--- src/rtl/regfile_mp_if.sv ---
// Bundle of write, read and scoreboard-set signals for regfile_mp.
// The master side is issue/writeback; the slave side is the register file.
interface regfile_mp_if #(
   parameter int width_p    = 32,
   parameter int els_p      = 32,
   parameter int rd_ports_p = 2,
   parameter int wr_ports_p = 2
);
   localparam int lg_els = $clog2(els_p);

   logic [wr_ports_p-1:0]             wr_v_i;
   logic [wr_ports_p-1:0][lg_els-1:0] wr_addr_i;
   logic [wr_ports_p-1:0][width_p-1:0] wr_data_i;
   logic [rd_ports_p-1:0][lg_els-1:0] rd_addr_i;
   logic [rd_ports_p-1:0][width_p-1:0] rd_data_o;
   logic [rd_ports_p-1:0]             rd_pending_o;
   logic                              sb_set_v_i;
   logic [lg_els-1:0]                 sb_set_addr_i;

   modport master (
      output wr_v_i, wr_addr_i, wr_data_i,
      output rd_addr_i, sb_set_v_i, sb_set_addr_i,
      input  rd_data_o, rd_pending_o
   );

   modport slave (
      input  wr_v_i, wr_addr_i, wr_data_i,
      input  rd_addr_i, sb_set_v_i, sb_set_addr_i,
      output rd_data_o, rd_pending_o
   );
endinterface

--- src/rtl/regfile_mp.sv ---
// Multi-ported register file with optional bypass, hard-wired zero
// register and a per-register pending bit for RAW hazard detection.
module regfile_mp #(
   parameter int width_p    = 32,
   parameter int els_p      = 32,
   parameter int rd_ports_p = 2,
   parameter int wr_ports_p = 2,
   parameter int bypass_p   = 1,
   parameter int zero_reg_p = 1
) (
   input logic         clk_i,
   input logic         rst_i,
   regfile_mp_if.slave rf
);
   localparam int lg_els = $clog2(els_p);

   logic [els_p-1:0][width_p-1:0] mem_q, mem_d;
   logic [els_p-1:0]              pend_q, pend_d;

   logic [rd_ports_p-1:0][width_p-1:0] rd_data;
   logic [rd_ports_p-1:0]              rd_pend;

   // Ascending port order lets the highest-indexed port win collisions;
   // the set is applied after the clears so a new producer wins.
   always_comb begin
      mem_d  = mem_q;
      pend_d = pend_q;
      for (int k = 0; k < wr_ports_p; k++) begin
         if (rf.wr_v_i[k]) begin
            mem_d[rf.wr_addr_i[k]]  = rf.wr_data_i[k];
            pend_d[rf.wr_addr_i[k]] = 1'b0;
         end
      end
      if (rf.sb_set_v_i) begin
         pend_d[rf.sb_set_addr_i] = 1'b1;
      end
      if (zero_reg_p != 0) begin
         mem_d[0]  = '0;
         pend_d[0] = 1'b0;
      end
   end

   always_ff @(posedge clk_i) begin
      if (rst_i) begin
         mem_q  <= '0;
         pend_q <= '0;
      end else begin
         mem_q  <= mem_d;
         pend_q <= pend_d;
      end
   end

   always_comb begin
      rd_data = '0;
      rd_pend = '0;
      for (int j = 0; j < rd_ports_p; j++) begin
         logic hit;
         hit        = 1'b0;
         rd_data[j] = mem_q[rf.rd_addr_i[j]];
         for (int k = 0; k < wr_ports_p; k++) begin
            if (bypass_p != 0 && rf.wr_v_i[k] &&
                rf.wr_addr_i[k] == rf.rd_addr_i[j]) begin
               rd_data[j] = rf.wr_data_i[k];
               hit        = 1'b1;
            end
         end
         rd_pend[j] = pend_q[rf.rd_addr_i[j]] & ~hit;
         if (zero_reg_p != 0 && rf.rd_addr_i[j] == lg_els'(0)) begin
            rd_data[j] = '0;
            rd_pend[j] = 1'b0;
         end
      end
   end

   assign rf.rd_data_o    = rd_data;
   assign rf.rd_pending_o = rd_pend;
endmodule

--- src/flat_wrapper.sv ---
// flat-port wrapper written by rule: the top's interface ports become plain ports
module regfile_mp_flat 
#(
   parameter int width_p    = 32,
   parameter int els_p      = 32,
   parameter int rd_ports_p = 2,
   parameter int wr_ports_p = 2,
   parameter int bypass_p   = 1,
   parameter int zero_reg_p = 1
)
  (clk_i, rst_i, rf_wr_v_i, rf_wr_addr_i, rf_wr_data_i, rf_rd_addr_i, rf_sb_set_v_i, rf_sb_set_addr_i, rf_rd_data_o, rf_rd_pending_o);
  regfile_mp_if #(.width_p(width_p), .els_p(els_p), .rd_ports_p(rd_ports_p), .wr_ports_p(wr_ports_p)) rf_i ();
  input logic clk_i;
  input logic rst_i;
  input wire logic [$bits(rf_i.wr_v_i)-1:0] rf_wr_v_i;
  input wire logic [$bits(rf_i.wr_addr_i)-1:0] rf_wr_addr_i;
  input wire logic [$bits(rf_i.wr_data_i)-1:0] rf_wr_data_i;
  input wire logic [$bits(rf_i.rd_addr_i)-1:0] rf_rd_addr_i;
  input wire logic [$bits(rf_i.sb_set_v_i)-1:0] rf_sb_set_v_i;
  input wire logic [$bits(rf_i.sb_set_addr_i)-1:0] rf_sb_set_addr_i;
  output wire logic [$bits(rf_i.rd_data_o)-1:0] rf_rd_data_o;
  output wire logic [$bits(rf_i.rd_pending_o)-1:0] rf_rd_pending_o;
  assign rf_i.wr_v_i = rf_wr_v_i;
  assign rf_i.wr_addr_i = rf_wr_addr_i;
  assign rf_i.wr_data_i = rf_wr_data_i;
  assign rf_i.rd_addr_i = rf_rd_addr_i;
  assign rf_i.sb_set_v_i = rf_sb_set_v_i;
  assign rf_i.sb_set_addr_i = rf_sb_set_addr_i;
  assign rf_rd_data_o = rf_i.rd_data_o;
  assign rf_rd_pending_o = rf_i.rd_pending_o;
  regfile_mp #(.width_p(width_p), .els_p(els_p), .rd_ports_p(rd_ports_p), .wr_ports_p(wr_ports_p), .bypass_p(bypass_p), .zero_reg_p(zero_reg_p)) u_core (.clk_i(clk_i), .rst_i(rst_i), .rf(rf_i));
endmodule
--- config.mk ---
export PLATFORM = sky130hd
export DESIGN_NAME = regfile_mp_flat
export DESIGN_NICKNAME = d
export VERILOG_FILES = /design/src/rtl/regfile_mp_if.sv /design/src/rtl/regfile_mp.sv /design/src/flat_wrapper.sv
export SDC_FILE = /design/constraint.sdc
export NUM_CORES = 2
export LEC_CHECK = 0
export CAP_MARGIN = 0
export CORE_UTILIZATION = 30
export CTS_BUF_LIST = sky130_fd_sc_hd__clkbuf_4
export DETAILED_ROUTE_END_ITERATION = 16
export PLACE_DENSITY = 0.5
export SKIP_LAST_GASP = 1
export SYNTH_ARGS = -nofsm -noshare
export SYNTH_HDL_FRONTEND = slang
export SYNTH_SLANG_ARGS = --single-unit
--- constraint.sdc ---
create_clock -name clk_i -period 3.84 [get_ports clk_i]
set_input_delay 0.768 -clock clk_i [delete_from_list [all_inputs] [get_ports clk_i]]
set_output_delay 0.768 -clock clk_i [all_outputs]
set_load 0.02 [all_outputs]
* After elaboration in Yosys (flattened, before gate mapping)
Cells that the tools add are included.
** Storage, ports and cells
- Flip-flop bits (word level) :: 1024
- Input bits :: 94
- Output and inout port bits :: 66
- Logic and storage cells :: 100
** Cells by class
- Magnitude comparators :: 8
- Equality and inequality tests :: 4
- Muxes and demuxes :: 37
- Bitwise logic cells :: 9
- Reduce and logical (&&, ||, !) cells :: 9
** Operators by type and width (number)
- bitwise mux 1024 bit :: 2
- two-way mux 1024 bit :: 2
- two-way mux 32 bit :: 13
- binary-select mux 32 bit (select 5 bit) :: 2
- demux 32 bit (select 5 bit) :: 2
- bitwise AND 32 bit :: 2
- NOT 32 bit :: 2
- bitwise OR 32 bit :: 1
- less-than comparator 5 x 6 -> 1 bit (second input constant) :: 5
- equality test 5 bit :: 4
- demux 1 bit (select 5 bit) :: 3
- >= comparator 5 x 1 -> 1 bit (second input constant) :: 3
- two-way mux 1 bit :: 11
- binary-select mux 1 bit (select 5 bit) :: 2
- zero test 5 bit :: 2
- logical AND 1 bit :: 7
- bitwise AND 1 bit :: 2
- NOT 1 bit :: 2

* Depth between registers and ports, before layout
- Depth in word-level cells :: 11
- Mapped depth :: 10
- Depth with buffers taken out :: 5

* Least setup slack after synthesis
OpenSTA, ideal clock, no wires.
- Kind :: in2out
- Start point :: in rf_rd_addr_i[0]
- End point :: out rf_rd_data_o[23]
- Data arrival time :: 2.557 ns
- Data required time :: 3.072 ns
- Setup slack :: 0.515 ns
- Stages on the path :: 8
- Cell sequence :: buf_6 buf_12 buf_12 buf_8 mux4_2 o22ai_1 or2_2 o32ai_1
** On the way
- Longest elaborated chain between the ends :: 5
- Elaborated cells on any way between the ends :: 10
- Classes of those cells :: eq/ne (2); mux (5); reduce/logical (3)
** Ends and longest elaborated chain
- from (decl) :: RTL line flat_wrapper.sv:18 : input wire logic [$bits(rf_i.rd_addr_i)-1:0] rf_rd_addr_i;
- binary-select mux 32 bit (select 5 bit) / equality test 5 bit (equally long branches) :: RTL line regfile_mp.sv:59, regfile_mp.sv:62
- two-way mux 32 bit (implied by the code) / logical AND 1 bit (equally long branches) :: RTL line regfile_mp.sv:59, regfile_mp.sv:61
- two-way mux 32 bit (2 in a row) :: RTL line regfile_mp.sv:61 : if (bypass_p != 0 && rf.wr_v_i[k] &&
- two-way mux 32 bit (*) :: RTL line regfile_mp.sv:68 : if (zero_reg_p != 0 && rf.rd_addr_i[j] == lg_els'(0)) begin
- to (decl) :: RTL line flat_wrapper.sv:21 : output wire logic [$bits(rf_i.rd_data_o)-1:0] rf_rd_data_o;
Mark *: on every way between the ends. The rest lies on a longest branch, timed or not. The select of a mux whose other input is x is not followed.

* Worst setup path in the final report
- Start point :: in rf_wr_addr_i[4]
- End point :: out rf_rd_data_o[40]
** On the way
- Longest elaborated chain between the ends :: 5
** Ends and longest elaborated chain
- from (decl) :: RTL line flat_wrapper.sv:16 : input wire logic [$bits(rf_i.wr_addr_i)-1:0] rf_wr_addr_i;
- equality test 5 bit :: RTL line regfile_mp.sv:62 : rf.wr_addr_i[k] == rf.rd_addr_i[j]) begin
- logical AND 1 bit :: RTL line regfile_mp.sv:61
- two-way mux 32 bit (2 in a row) :: RTL line regfile_mp.sv:61
- two-way mux 32 bit :: RTL line regfile_mp.sv:68
Every way passes these cells.

==> impl_metrics.csv <==
group,metric,value,unit
outcome,outcome,"finished, violations left",
outcome,violations,"design-rule violations, negative setup slack",
run,cap_violations,0,
floorplanning,ios,160,
grt,antenna_found_initial,13,
logic_synthesis,ys_ff_latch,1023,
floorplanning,die_h,464,um
detailed_routing,postRouteAntennaNets,0,
floorplanning,die_area,215000,um^2
timing,worst_slack,-0.335,ns
finish,area_growth,21.3,%
clock_tree,cts_made_buffers,308,
timing,rsz0062_at_grt,"yes",
grt,grt_max_degree,105,
finish,drive_gt1_frac,0.286,
timing,slew_violations,0,
critical_path,path_cells,"clkdlybuf4s50_1 -> xnor2_1 -> nand4_1 -> nor3_2 -> or3_2 -> buf_12 -> o32ai_2 -> buf_4",
critical_path,cp-startpoint,"rf_wr_addr_i[4]",
place,portBuffers,159,
logic_synthesis,postSynthAreaPerCell,9.11,um^2
critical_path,path_max_fanout,18,
clock_tree,cts_sinks,1023,
logic_synthesis,synth_ff_type,"dfxtp_1",
logic_synthesis,ys_seq_area_frac,0.320,
detailed_routing,drc,12,
place,dp_hpwl,199000,um
timing,hold_violations,0,
logic_synthesis,synth_edf_count,0,
floorplanning,die_x,464,um
logic_synthesis,yosys.area.top_type,"dfxtp_1",
timing,fmax,0.240,GHz
detailed_routing,vias_per_cell,6.23,
grt,grt_pass1_wl,446000,um
detailed_routing,routed_wl,313000,um
logic_synthesis,yosysUniqueCellTypes,57,
critical_path,worst-setup-path-type,"input port to output pin",
detailed_routing,vias,63600,
critical_path,cp.depth,8,
clock_tree,path_clk_slew,0.07,ns
hold_path,hold_path_depth,4,
critical_path,worstSetupEndpointType,"output pin",
timing,hold_slack,0.359,ns
grt,grt_pass1_vias,61200,
logic_synthesis,netlist_instances,7034,
logic_synthesis,syn_nets,7128,
pwr,irDropWorstVdd,0.325,mV
clock_tree,clk_path_buf_depth,4,
clock_tree,htree_num_levels,5,
floorplanning,core_area,212000,um^2
logic_synthesis,ys_warn_count,0,
critical_path,rr_startpoint,"u_core.mem_q[205]$_SDFF_PP0_",
floorplanning,rows,169,
critical_path,critPathArrivalTime,3.41,ns
finish,fin_util,0.366,
grt,overflow,0,
critical_path,crit_buf_inv,3,
logic_synthesis,synthTopCellsByArea,"dfxtp_1 (32%), mux4_2 (13%), mux2i_1 (12%)",
timing,finalSetupViolations,61,
finish,finalNetCount,7294,
timing,skew,0,ns
clock_tree,insertion_delay,1.35,ns
timing,fin_crit_sh,1.09,
timing,slew_headroom,0.254,
pwr,power_density,338,nW/um^2
critical_path,crit_path_start_kind,"input port",
critical_path,r2r.worst_path.cells,4,
critical_path,path_delay_family,"buffers and inverters",
logic_synthesis,synth.cells.most_frequent,"nor2_1 (1026), dfxtp_1 (1023), mux2i_1 (768), clkbuf_1 (672), a211oi_1 (639)",
logic_synthesis,async_reset_ff_frac,0,
clock_tree,cts-root-buf,"clkbuf_4",
detailed_routing,drt_pass1_iterations,12,
place,place.gp.congestion,0.958,
pwr,p_leak,27.2,nW
critical_path,slowest_delay,0.65,ns
critical_path,slowest_stage,"o32ai_2",
timing,period_needed,4.17,ns
logic_synthesis,syn-cell-area,64100,um^2
clock_tree,cts_tree,"done",
logic_synthesis,synthMostInstantiatedCell,"nor2_1",
grt,gr-usage-all-layers,0.279,
floorplanning,initial_utilization,0.302,
detailed_routing,wl_per_cell,30.7,um
timing,tightest_slew,1.12,ns
critical_path,crit_required,3.07,ns
logic_synthesis,synth_top_area_share,0.320,
detailed_routing,drtIter0Drc,7562,
hold_path,worstHoldPathType,"input port to register",
hold_path,hold_start,"rf_wr_data_i[41]",
state kept, by name, summed over array words and instances (netlist names):
name           count
u_core.pend_q     31
u_core.mem_q     992
cell type report:
class | instances | area (um^2)
Inverter | 34 | 128
Timing Repair Buffer | 863 | 9060
Fill cell | 21000 | 134000
Tap cell | 2821 | 3530
Antenna cell | 12 | 30.0
Sequential cell | 1023 | 20600
Clock buffer | 439 | 3300
Clock inverter | 48 | 260
Multi-Input combinational cell | 4970 | 40800
worst paths after layout:
path,to,slack [ns]
worst max-delay path,rf_rd_data_o[40],-0.33
worst min register to register,u_core.mem_q[231]$_SDFF_PP0_,0.49
worst max register to register,u_core.mem_q[205]$_SDFF_PP0_,2.91
worst min-delay path,u_core.mem_q[681]$_SDFF_PP0_,0.36
through the flow:
stage / TNS [ns] / cell area, um^2 / std cells / setup slack (ns) / power [W]
after floorplan: 0 / 64100 / 7034 / 0.515 / 0.0134
after detailed placement: -24.04 / 72000 / 9666 / -0.709 / 0.0155
final: -7.73 / 77700 / 10200 / -0.335 / 0.0263
after global routing: -13.75 / 77700 / 10200 / -0.408 / 0.0271
after global placement: -24.86 / 72000 / 9666 / -0.733 / 0.0155
after CTS: -13.10 / 77300 / 10200 / -0.387 / 0.0263
worst reg2reg max path: stages (launching register included):
cell and delay, ns:
dfxtp_2 0.33, buf_4 0.11, buf_4 0.09, nand2_1 0.04, a311oi_1 0.25
power breakdown:
group / total, W / switching, W / internal [W]
logic: 0.00470 / 0.00295 / 0.00175
clock network: 0.0106 / 0.00522 / 0.00538
registers: 0.0110 / 0.000160 / 0.0108
kinds of logic after synthesis:
logic type / Yosys count / synth area share
and+or+nand+nor: 2170 / 0.148
buffers and inverters: 1041 / 0.0729
AOI/OAI and AO/OA: 1542 / 0.189
xor gates and xnor gates: 20 / 0.00273
muxes: 1238 / 0.268
DFF: 1023 / 0.320
repair_timing:
action,in CTS,in global routing
gates cloned,0,2
endpoints found under the setup margin,66,66
resized for setup,443,81
pin swaps,108,31
buffers inserted,56,8
hold buffers,1,0
hold endpoints to repair,42,0
metal layers:
metal,GRT usage,part of all wire,up-vias
met5,0,0.000064,-
met4,0.180,0.069,2
met3,0.0559,0.086,1005
met2,0.443,0.46,3830
met1,0.345,0.39,31600
li1,-,-,27100
placed cells by master, fill, tap and decap left out, drive strengths merged, types with 31 or more instances in the layout:
master	n
mux4	370
a311oi	415
clkdlybuf4s50	79
clkbuf	441
buf	778
nor3	101
a31oi	64
nor2	1041
a221o	31
clkinv	39
a211oi	639
mux2	100
o22ai	128
a221oi	95
inv	40
nor2b	67
or2	68
mux2i	768
nand3	389
nand2	453
a21oi	46
o32ai	64
a22oi	36
dfxtp	1023
Power figures use the tool's default switching activity.
